<file path="src/rtl/accum_rr_scheduler_pkg.sv">
// Shared definitions for the round-robin accumulator scheduler: FSM encoding and default widths.
package accum_rr_scheduler_pkg;

    typedef enum logic [1:0] {
        ST_IDLE  = 2'd0,
        ST_RUN   = 2'd1,
        ST_LIMIT = 2'd2
    } state_t;

    localparam int DEF_DATA_W = 4;
    localparam int DEF_ACC_W  = 32;
    // Grant index width is fixed at 3 bits so up to 8 requesters fit.
    localparam int IDX_W      = 3;

endpackage

</file>
<file path="src/rtl/accum_rr_scheduler_rr_arbiter.sv">
// Combinational round-robin arbiter: searches from ptr+1 upward, wraps, first set request wins.
module rr_arbiter
    import accum_rr_scheduler_pkg::*;
#(
    parameter int NUM_REQ = 4
) (
    input  logic [NUM_REQ-1:0] req,
    input  logic [IDX_W-1:0]   ptr,
    input  logic               en,
    output logic [NUM_REQ-1:0] grant,
    output logic [IDX_W-1:0]   idx
);

    logic found;

    // Two passes: indices above ptr first, then the wrapped segment 0..ptr.
    always_comb begin
        grant = '0;
        idx   = '0;
        found = 1'b0;
        for (int i = 0; i < NUM_REQ; i++) begin
            if (en && !found && req[i] && (IDX_W'(i) > ptr)) begin
                grant[i] = 1'b1;
                idx      = IDX_W'(i);
                found    = 1'b1;
            end
        end
        for (int i = 0; i < NUM_REQ; i++) begin
            if (en && !found && req[i] && (IDX_W'(i) <= ptr)) begin
                grant[i] = 1'b1;
                idx      = IDX_W'(i);
                found    = 1'b1;
            end
        end
    end

endmodule

</file>
<file path="src/rtl/accum_rr_scheduler.sv">
// Shared accumulator sequencer: round-robin grant of per-requester increments into one count register,
// gated by enable, synchronous clear and a threshold stop released by limit_ack.
module accum_rr_scheduler
    import accum_rr_scheduler_pkg::*;
#(
    parameter int NUM_REQ = 4,
    parameter int DATA_W  = DEF_DATA_W,
    parameter int ACC_W   = DEF_ACC_W
) (
    input  logic                      clk,
    input  logic                      reset,
    input  logic                      enable,
    input  logic                      clear,
    input  logic [ACC_W-1:0]          threshold,
    input  logic                      limit_ack,
    input  logic [NUM_REQ-1:0]        req_valid,
    input  logic [NUM_REQ*DATA_W-1:0] req_data,
    output logic [NUM_REQ-1:0]        req_ready,
    output logic [ACC_W-1:0]          count,
    output logic                      limit_hit,
    output logic [2:0]                grant_id,
    output logic                      accepted
);

    function automatic logic [ACC_W-1:0] wrap_add(input logic [ACC_W-1:0] a,
                                                  input logic [DATA_W-1:0] b);
        return a + {{(ACC_W-DATA_W){1'b0}}, b};
    endfunction

    state_t             state_q, state_nxt;
    logic [IDX_W-1:0]   ptr_q;
    logic [NUM_REQ-1:0] grant;
    logic [IDX_W-1:0]   grant_idx;
    logic               arb_en;
    logic               hs;
    logic [DATA_W-1:0]  inc;
    logic [ACC_W-1:0]   count_nxt;
    logic               thr_hit;
    logic [ACC_W-1:0]   count_p1;
    logic [IDX_W-1:0]   grant_id_p1;
    logic               vld_p1;

    // Clear and a low enable both suppress the grant so no increment is lost or double-counted.
    assign arb_en = (state_q == ST_RUN) && enable && !clear;

    rr_arbiter #(
        .NUM_REQ(NUM_REQ)
    ) u_arb (
        .req  (req_valid),
        .ptr  (ptr_q),
        .en   (arb_en),
        .grant(grant),
        .idx  (grant_idx)
    );

    assign hs = |grant;

    always_comb begin
        inc = '0;
        for (int i = 0; i < NUM_REQ; i++) begin
            if (grant[i]) begin
                inc = req_data[i*DATA_W +: DATA_W];
            end
        end
    end

    assign count_nxt = clear ? '0 : (hs ? wrap_add(count_p1, inc) : count_p1);
    assign thr_hit   = (threshold != '0) && (count_nxt >= threshold);

    always_comb begin
        state_nxt = state_q;
        case (state_q)
            ST_IDLE: begin
                if (enable) begin
                    state_nxt = ST_RUN;
                end
            end
            ST_RUN: begin
                if (!enable) begin
                    state_nxt = ST_IDLE;
                end else if (thr_hit) begin
                    state_nxt = ST_LIMIT;
                end
            end
            ST_LIMIT: begin
                if (clear || limit_ack) begin
                    state_nxt = enable ? ST_RUN : ST_IDLE;
                end
            end
            default: state_nxt = ST_IDLE;
        endcase
    end

    always_ff @(posedge clk or posedge reset) begin
        if (reset) begin
            state_q <= ST_IDLE;
        end else begin
            state_q <= state_nxt;
        end
    end

    // Stage 1: count, grant bookkeeping and accepted pulse registered one edge after the handshake.
    always_ff @(posedge clk or posedge reset) begin
        if (reset) begin
            ptr_q       <= IDX_W'(NUM_REQ - 1);
            count_p1    <= '0;
            grant_id_p1 <= '0;
            vld_p1      <= 1'b0;
        end else begin
            count_p1 <= count_nxt;
            vld_p1   <= hs;
            if (hs) begin
                ptr_q       <= grant_idx;
                grant_id_p1 <= grant_idx;
            end
        end
    end

    assign req_ready = grant;
    assign count     = count_p1;
    assign limit_hit = (state_q == ST_LIMIT);
    assign grant_id  = grant_id_p1;
    assign accepted  = vld_p1;

endmodule

</file>
<file path="config.mk">
export PLATFORM = sky130hd
export DESIGN_NAME = accum_rr_scheduler
export DESIGN_NICKNAME = d
export VERILOG_FILES = /design/src/rtl/accum_rr_scheduler_pkg.sv /design/src/rtl/accum_rr_scheduler_rr_arbiter.sv /design/src/rtl/accum_rr_scheduler.sv
export SDC_FILE = /design/constraint.sdc
export NUM_CORES = 1
export LEC_CHECK = 0
export BUFFER_PORTS_ARGS = -buffer_cell sky130_fd_sc_hd__clkbuf_2
export CORE_ASPECT_RATIO = 1.4
export CORE_MARGIN = 5
export CORE_UTILIZATION = 49
export DETAILED_ROUTE_END_ITERATION = 10
export GPL_TIMING_DRIVEN = 0
export PLACE_DENSITY = 0.87
export SLEW_MARGIN = 10
export SYNTH_ARGS = -nofsm -noshare
export SYNTH_HDL_FRONTEND = slang
export SYNTH_SLANG_ARGS = --single-unit
</file>
<file path="constraint.sdc">
create_clock -name clk -period 5.45 [get_ports clk]
set_input_delay 0.545 -clock clk [delete_from_list [all_inputs] [get_ports clk]]
set_output_delay 0.545 -clock clk [all_outputs]
set_load 0.1 [all_outputs]
</file>
# Word level (Yosys, flattened, before mapping)
# Cells that the tools add are included.
classes:
  addsub: 1
  n_lt_le_gt_ge: 9
  n_eq_ne: 5
  n_mux: 33
  n_reduce_logical: 39
ops:
  columns: ["operator", "n"]
  rows:
  - ["32-bit two-way mux", 2]
  - ["32-bit by 4-bit adder with 32-bit output", 1]
  - ["32-bit greater-or-equal comparator", 1]
  - ["32-bit nonzero test", 1]
  - ["1-bit logical AND", 26]
  - ["2-bit two-way mux", 10]
  - ["1-bit two-way mux", 16]
  - ["4-bit two-way mux", 4]
  - ["1-bit zero test", 8]
  - ["1-bit by 3-bit greater-than comparator with 1-bit output (first input constant)", 2]
  - ["2-bit by 3-bit greater-than comparator with 1-bit output (first input constant)", 2]
  - ["1-bit by 3-bit <= comparator with 1-bit output (first input constant)", 2]
  - ["2-bit by 3-bit <= comparator with 1-bit output (first input constant)", 2]
  - ["2-bit one-hot mux with 3 select lines", 1]
  - ["4-bit OR reduction", 1]
  - ["3-bit != test (second input constant)", 1]
  - ["3-bit AND reduction", 1]
  - ["2-bit by 1-bit equality test with 1-bit output (second input constant)", 1]
  - ["2-bit equality test (second input constant)", 1]
  - ["2-bit zero test", 1]
  - ["2-bit by 1-bit != test with 1-bit output (second input constant)", 1]
  - ["2-bit != test (second input constant)", 1]
  - ["1-bit logical OR", 1]
word_totals:
  ff_bits: 41
  in_bits: 57
  output_inout_bits: 41
  word_cells: 92

# Depth between registers and ports, before layout
logic_depth:
  word_depth: 50
  ltp_mapped: 25
  depth_no_buf: 22

# Modules after synthesis
# From an unflattened synthesis, not the netlist that was laid out.
hier_totals:
  cells_unflattened: 402
  area_unflattened_um2: 3410.8
modules_own_cells:
  columns: ["mod", "n_inst", "cells_per_inst", "area_each_um2"]
  rows:
  - ["accum_rr_scheduler", 1, 378, 3243.1]
  - ["rr_arbiter", 1, 24, 167.7]

# Worst setup path after synthesis
# OpenSTA, ideal clock, no wires.
synth_path:
  kind: "input-to-reg"
  start: "in clear"
  end: "reg state_q[0]"
  t_arrival_ns: 7.252
  required_time_ns: 5.371
  slack_ns: -1.881
  stages: 19
  path_cell_list: "clkbuf_1 -> nand4bb_1 -> nor3_1 -> a2111oi_0 -> fa_1 -> nor2b_1 -> o21ai_1 -> a2111o_1 -> buf_2 -> nor3_2 -> xnor2_1 -> nor2_1 -> ha_1 -> o21ai_0 -> o22ai_1 -> nor4_1 -> o22ai_1 -> a311oi_1 -> mux2i_1"
synth_between:
  elab_cells_between_ends: 60
  cone_classes: "add/sub (1); order compare (1); eq/ne (2); mux (20); reduce/logical (36)"
synth_lines:
  columns: ["element", "line_no", "rtl"]
  rows:
  - ["from (decl)", "accum_rr_scheduler.sv:13", "input logic clear,"]
  - ["1-bit zero test *", "accum_rr_scheduler.sv:44", "assign arb_en = (state_q == ST_RUN) && enable && !clear;"]
  - ["1-bit logical AND *", "accum_rr_scheduler.sv:44", null]
  - ["1-bit logical AND (2 in a row)", "accum_rr_scheduler_rr_arbiter.sv:22", "if (en && !found && req[i] && (IDX_W'(i) > ptr)) begin"]
  - ["1-bit two-way mux", "accum_rr_scheduler_rr_arbiter.sv:22", null]
  - ["1-bit zero test", "accum_rr_scheduler_rr_arbiter.sv:22", null]
  - ["1-bit logical AND (3 in a row)", "accum_rr_scheduler_rr_arbiter.sv:22", null]
  - ["1-bit two-way mux", "accum_rr_scheduler_rr_arbiter.sv:22", null]
  - ["1-bit zero test", "accum_rr_scheduler_rr_arbiter.sv:22", null]
  - ["[24 not listed]", null, null]
  - ["named net req_ready[2]", "accum_rr_scheduler.sv:18", "output logic [NUM_REQ-1:0] req_ready,"]
  - ["4-bit two-way mux (2 in a row)", "accum_rr_scheduler.sv:61", "if (grant[i]) begin"]
  - ["32-bit by 4-bit adder with 32-bit output", "accum_rr_scheduler.sv:27", "return a + {{(ACC_W-DATA_W){1'b0}}, b};"]
  - ["32-bit two-way mux * (2 in a row)", "accum_rr_scheduler.sv:67", "assign count_nxt = clear ? '0 : (hs ? wrap_add(count_p1, inc) : count_p1);"]
  - ["named net count_nxt[20]", "accum_rr_scheduler.sv:37", "logic [ACC_W-1:0] count_nxt;"]
  - ["32-bit greater-or-equal comparator *", "accum_rr_scheduler.sv:68", "assign thr_hit = (threshold != '0) && (count_nxt >= threshold);"]
  - ["1-bit logical AND *", "accum_rr_scheduler.sv:68", null]
  - ["3-bit != test (no source line) *", null, null]
  - ["3-bit AND reduction (no source line) *", null, null]
  - ["to (signal assigned)", "accum_rr_scheduler.sv:98", "state_q <= state_nxt;"]
  - ["to (decl)", "accum_rr_scheduler.sv:30", "state_t state_q, state_nxt;"]
# Mark *: on every way through the listed nets, which the timed path passes. The rest lies on a longest branch.
# A chain may end at the register's enable or synchronous reset.

# Worst setup path in the final report
layout_path:
  start: "reg ptr_q[1]"
  end: "reg state_q[0]"
layout_between:
  elab_chain_cells: 46
  elab_cells_between_ends: 63
  cone_classes: "add/sub (1); order compare (9); eq/ne (1); mux (20); reduce/logical (32)"
layout_rtl:
  columns: ["element", "line_no", "rtl"]
  rows:
  - ["from (decl)", "accum_rr_scheduler.sv:31", "logic [IDX_W-1:0] ptr_q;"]
  - ["from (signal assigned)", "accum_rr_scheduler.sv:105", "ptr_q <= IDX_W'(NUM_REQ - 1);"]
  - ["from (signal assigned)", "accum_rr_scheduler.sv:113", "ptr_q <= grant_idx;"]
  - ["1-bit by 3-bit greater-than comparator with 1-bit output", "accum_rr_scheduler_rr_arbiter.sv:22", null]
  - ["1-bit logical AND", "accum_rr_scheduler_rr_arbiter.sv:22", null]
  - ["1-bit two-way mux", "accum_rr_scheduler_rr_arbiter.sv:22", null]
  - ["1-bit zero test", "accum_rr_scheduler_rr_arbiter.sv:22", null]
  - ["1-bit logical AND (3 in a row)", "accum_rr_scheduler_rr_arbiter.sv:22", null]
  - ["1-bit two-way mux", "accum_rr_scheduler_rr_arbiter.sv:22", null]
  - ["1-bit zero test", "accum_rr_scheduler_rr_arbiter.sv:22", null]
  - ["1-bit logical AND (3 in a row)", "accum_rr_scheduler_rr_arbiter.sv:22", null]
  - ["[26 not listed]", null, null]
  - ["4-bit two-way mux", "accum_rr_scheduler.sv:61", null]
  - ["32-bit by 4-bit adder with 32-bit output", "accum_rr_scheduler.sv:27", null]
  - ["32-bit two-way mux * (2 in a row)", "accum_rr_scheduler.sv:67", null]
  - ["named net count_nxt[18]", "accum_rr_scheduler.sv:37", null]
  - ["32-bit greater-or-equal comparator *", "accum_rr_scheduler.sv:68", null]
  - ["1-bit logical AND *", "accum_rr_scheduler.sv:68", null]
  - ["3-bit != test (no source line) *", null, null]
  - ["3-bit AND reduction (no source line) *", null, null]
# Marked as above.

==> qor.yml <==
run_status:
  status: "complete, no violations"
cts:
  cts.clk_slew.worst_paths_ns: 0.08
  root_buffer: "clkbuf_8"
  numCtsBuffers: 5
  worstSkewPairLatency_ns: 0.30
  clk_path_buf_depth: 2
  cts_tree: "yes"
  numClockSinks: 39
  htree_levels: 2
  hold_buffers: 0
pwr:
  power.density_mw_per_mm2: 188
  power.total_uw: 779
  intPower_uw: 517
  ir_drop_mv: 0.143
  switching_power_uw: 262
  swShare: 0.337
  combPwrFrac: 0.272
  power.leakage_uw: 0.00206
  p_clk_frac: 0.322
  seq_power_share: 0.406
placement:
  portBuffers: 95
  dp_hpwl_mm: 7.26
  preCtsSetupSlack_ns: -0.147
  gp_congestion: 0.868
detailed_routing:
  first_iter_violations: 147
  wl_per_cell_microns: 16.9
  firstDrtPassIters: 4
  vias_per_cell: 5.81
  vias: 3284
  drc: 0
  postRouteAntennaNets: 0
  wl_mm: 9.55
flow_run:
  cap_violations: 0
global_route:
  gr-usage-met2: 0.406
  met3_usage: 0.0373
  grt_max_degree: 39
  gr-usage-all-layers: 0.227
  gr-total-overflow: 0
  met1_usage: 0.257
  antenna_found_initial: 0
  grt_pass1_wl_mm: 15.2
  top_usage_layer: "met2"
  grt_pass1_vias: 3394
die:
  die_h_microns: 106
  initial_utilization: 0.497
  rows: 35
  die_area_sq_mm: 0.00831
  die_x_microns: 78.5
  ios: 98
  core-area_sq_mm: 0.00648
logic_synthesis:
  synth_nets: 463
  synth_cell_type_count: 62
  synthArstFlopShare: 1.00
  ys.flop_type: "dfrtp_1"
  synth-edff-count: 0
  seq_area_frac_synth: 0.304
  yosys_warnings: 0
  synthCells: 369
  synth-seq-cells: 39
  synth_area_sq_mm: 0.00322
  synth.avg_cell_area_sq_um: 8.72
sta:
  relSlewSlack: 0.580
  worst_pin_slew_ns: 0.615
  hold_viol_final: 0
  min_period_ns: 5.25
  max_freq_ghz: 0.190
  fin_skew_ns: 0.00865
  holdWs_ns: 0.0585
  finalSetupViolCount: 0
  fin_crit_sh: 0.964
  slew_violations: 0
  postLayoutSetupSlackWorst_ns: 0.196
critical_path:
  critical-path-top-delay-family: "compound AO/OA/AOI/OAI gates"
  critical_path_required_ns: 5.68
  crit_path_start_kind: "flip-flop"
  worstSetupPathType: "reg -> reg"
  slowest_stage: "dfstp_2"
  end_kind: "flip-flop"
  cp_slowest_stage_delay_ns: 0.59
  path_buf_inv: 2
  cp.arrival_ns: 5.49
  cp_max_fo: 8
  cp_cell_sequence: "nand2b_1, a21oi_1, o21ai_1, a21oi_2, nor3_4, a221o_1, ha_2, inv_1, fa_1, nor2b_2, o21ai_2, a2111o_1, buf_4, or3_1, a21oi_2, ha_1, nand4_1, o22ai_1, nor4_1, o22ai_1, a311oi_2, mux2i_1"
final_layout:
  diodes: 0
  nFillCells: 529
  post-route-util: 0.640
  drive_above_1_share: 0.338
  final_nets: 584
  synthToLayoutAreaGrowth_pct: 28.8
hold_path:
  hold_path.class: "in -> async"
## per-layer routing
| metal | share of wire | vias to the layer above |
|---|---|---|
| met4 | 0.029 | 0 |
| met2 | 0.53 | 139 |
| met5 | 0 | - |
| met3 | 0.056 | 27 |
| met1 | 0.39 | 1554 |
| li1 | - | 1564 |
## timing repair
action	4_1_cts	5_1_grt
hold endpoints to repair	0	0
gates resized for setup	1	12
pin swaps	0	11
endpoints found under the setup margin	1	2
buffers inserted	0	19
## through the flow
stage	area (sq um)	TNS (ns)	std cells
final	4150	0	565
after global routing	4150	-0.0587	565
after CTS	3970	0	547
after detailed placement	3860	-0.217	539
after global placement	3840	-0.0739	538
after floorplan	3270	-0.00714	369
## cell usage in the layout (no fill, tap or decap), drive strengths merged, types with 2 or more instances in the layout
cell / netlist / routed
nand4: 9 / 9
a211oi: 5 / 5
o22ai: 3 / 3
and3: 4 / 4
xnor2: 20 / 20
a22o: 3 / 3
nor4b: 2 / 2
nand2: 15 / 15
o211ai: 2 / 2
nor4: 15 / 15
nor3: 14 / 14
o21a: 2 / 2
a221o: 3 / 3
a21oi: 28 / 28
inv: 50 / 50
a211o: 3 / 3
nor2b: 3 / 3
dfstp: 2 / 2
mux2i: 2 / 2
buf: 6 / 24
o2111ai: 2 / 2
or3: 11 / 11
nor2: 28 / 28
o21ai: 20 / 20
clkinv: 0 / 2
nor3b: 2 / 2
nand3: 4 / 4
ha: 36 / 36
a21o: 3 / 3
clkbuf: 6 / 106
a2111o: 3 / 3
nand2b: 2 / 2
and2: 4 / 4
o31ai: 2 / 2
dfrtp: 37 / 37
## sequential cells by signal (all words and copies together), names as in the netlist
signal	cells
accepted	1
count	32
grant_id	2
ptr_q	2
state_q	2
## cell type report
| cell class | instances | area [sq um] | share of cell area |
|---|---|---|---|
| plain buffers | 11 | 66.3 | 0.0160 |
| repair buffers | 115 | 643 | 0.155 |
| well taps | 74 | 92.6 | 0.0223 |
| flip-flops and latches | 39 | 978 | 0.236 |
| inverters | 50 | 188 | 0.0452 |
| multi-input cells | 268 | 2070 | 0.498 |
| clock inverters | 3 | 43.8 | 0.0106 |
| clock buffers | 5 | 68.8 | 0.0166 |
## worst register-to-register path: stages, from the launching register on
cell	delay, ns
dfstp_2	0.59
nand2b_1	0.12
a21oi_1	0.11
o21ai_1	0.20
a21oi_2	0.10
nor3_4	0.37
a221o_1	0.22
ha_2	0.17
inv_1	0.05
fa_1	0.38
nor2b_2	0.16
o21ai_2	0.09
a2111o_1	0.50
buf_4	0.17
or3_1	0.36
a21oi_2	0.17
ha_1	0.26
nand4_1	0.11
o22ai_1	0.10
nor4_1	0.29
o22ai_1	0.14
a311oi_2	0.32
mux2i_1	0.22
## kinds of logic (layout without fill, tap and decap cells)
logic type	count (synthesis)	after routing	synth area share
and+or+nand+nor	120	120	0.230
AOI/OAI and AO/OA	87	87	0.178
buffers and inverters	62	184	0.0770
DFF	39	39	0.304
adders and majority gates	37	37	0.146
xor gates and xnor gates	21	21	0.0571
muxes	2	2	0.00622
other	1	1	0.00116
## synthesized netlist by cell type (2+ instances only)
cell       count  area [sq um]
and2_1         4          25.0
a21oi_1       28           140
nor3b_2        2          25.0
dfrtp_1       37           926
xnor2_1       20           175
o22ai_1        3          18.8
nor3_1         9          45.0
nor4b_2        2          30.0
nor2b_1        3          18.8
a21o_1         3          22.5
clkbuf_1       6          22.5
a221o_1        3          30.0
and3_1         4          25.0
o21a_1         2          15.0
o21ai_1        9          45.0
buf_2          3          15.0
or3_1          9          56.3
o31ai_1        2          15.0
inv_1         49           184
a211o_1        3          26.3
o2111ai_1      2          17.5
or3_4          2          22.5
nand3_1        3          15.0
nor3_2         5          50.1
a22o_1         3          26.3
nor4_1        11          68.8
mux2i_1        2          20.0
o211ai_1       2          15.0
nor4_2         4          50.1
a211oi_1       5          37.5
dfstp_2        2          52.6
nand2b_1       2          12.5
nor2_1        28           105
nand4_1        8          50.1
o21ai_0       11          55.1
a2111o_1       3          33.8
nand2_1       15          56.3
ha_1          36           450
## power by group through the flow
| stage | clock network, uW | logic [uW] | registers, uW |
|---|---|---|---|
| floorplan | 0 | 93.2 | 359 |
| global placement | 0 | 183 | 318 |
| detailed placement | 0 | 190 | 319 |
| CTS | 251 | 191 | 313 |
| global route | 261 | 229 | 317 |
| finish | 251 | 212 | 317 |
## worst paths after layout
check	endpoint	slack [ns]	cells after the start	startpoint
max reg2reg	state_q[0]	0.20	22	ptr_q[1]
max in group asynchronous	ptr_q[1]	4.93	3	reset
min	count[28]	0.06	2	reset
min reg2reg	grant_id[1]	0.51	1	grant_id[1]
min in group clk	grant_id[1]	0.51	1	grant_id[1]
max	state_q[0]	0.20	22	ptr_q[1]
(Power assumes the default switching activity.)
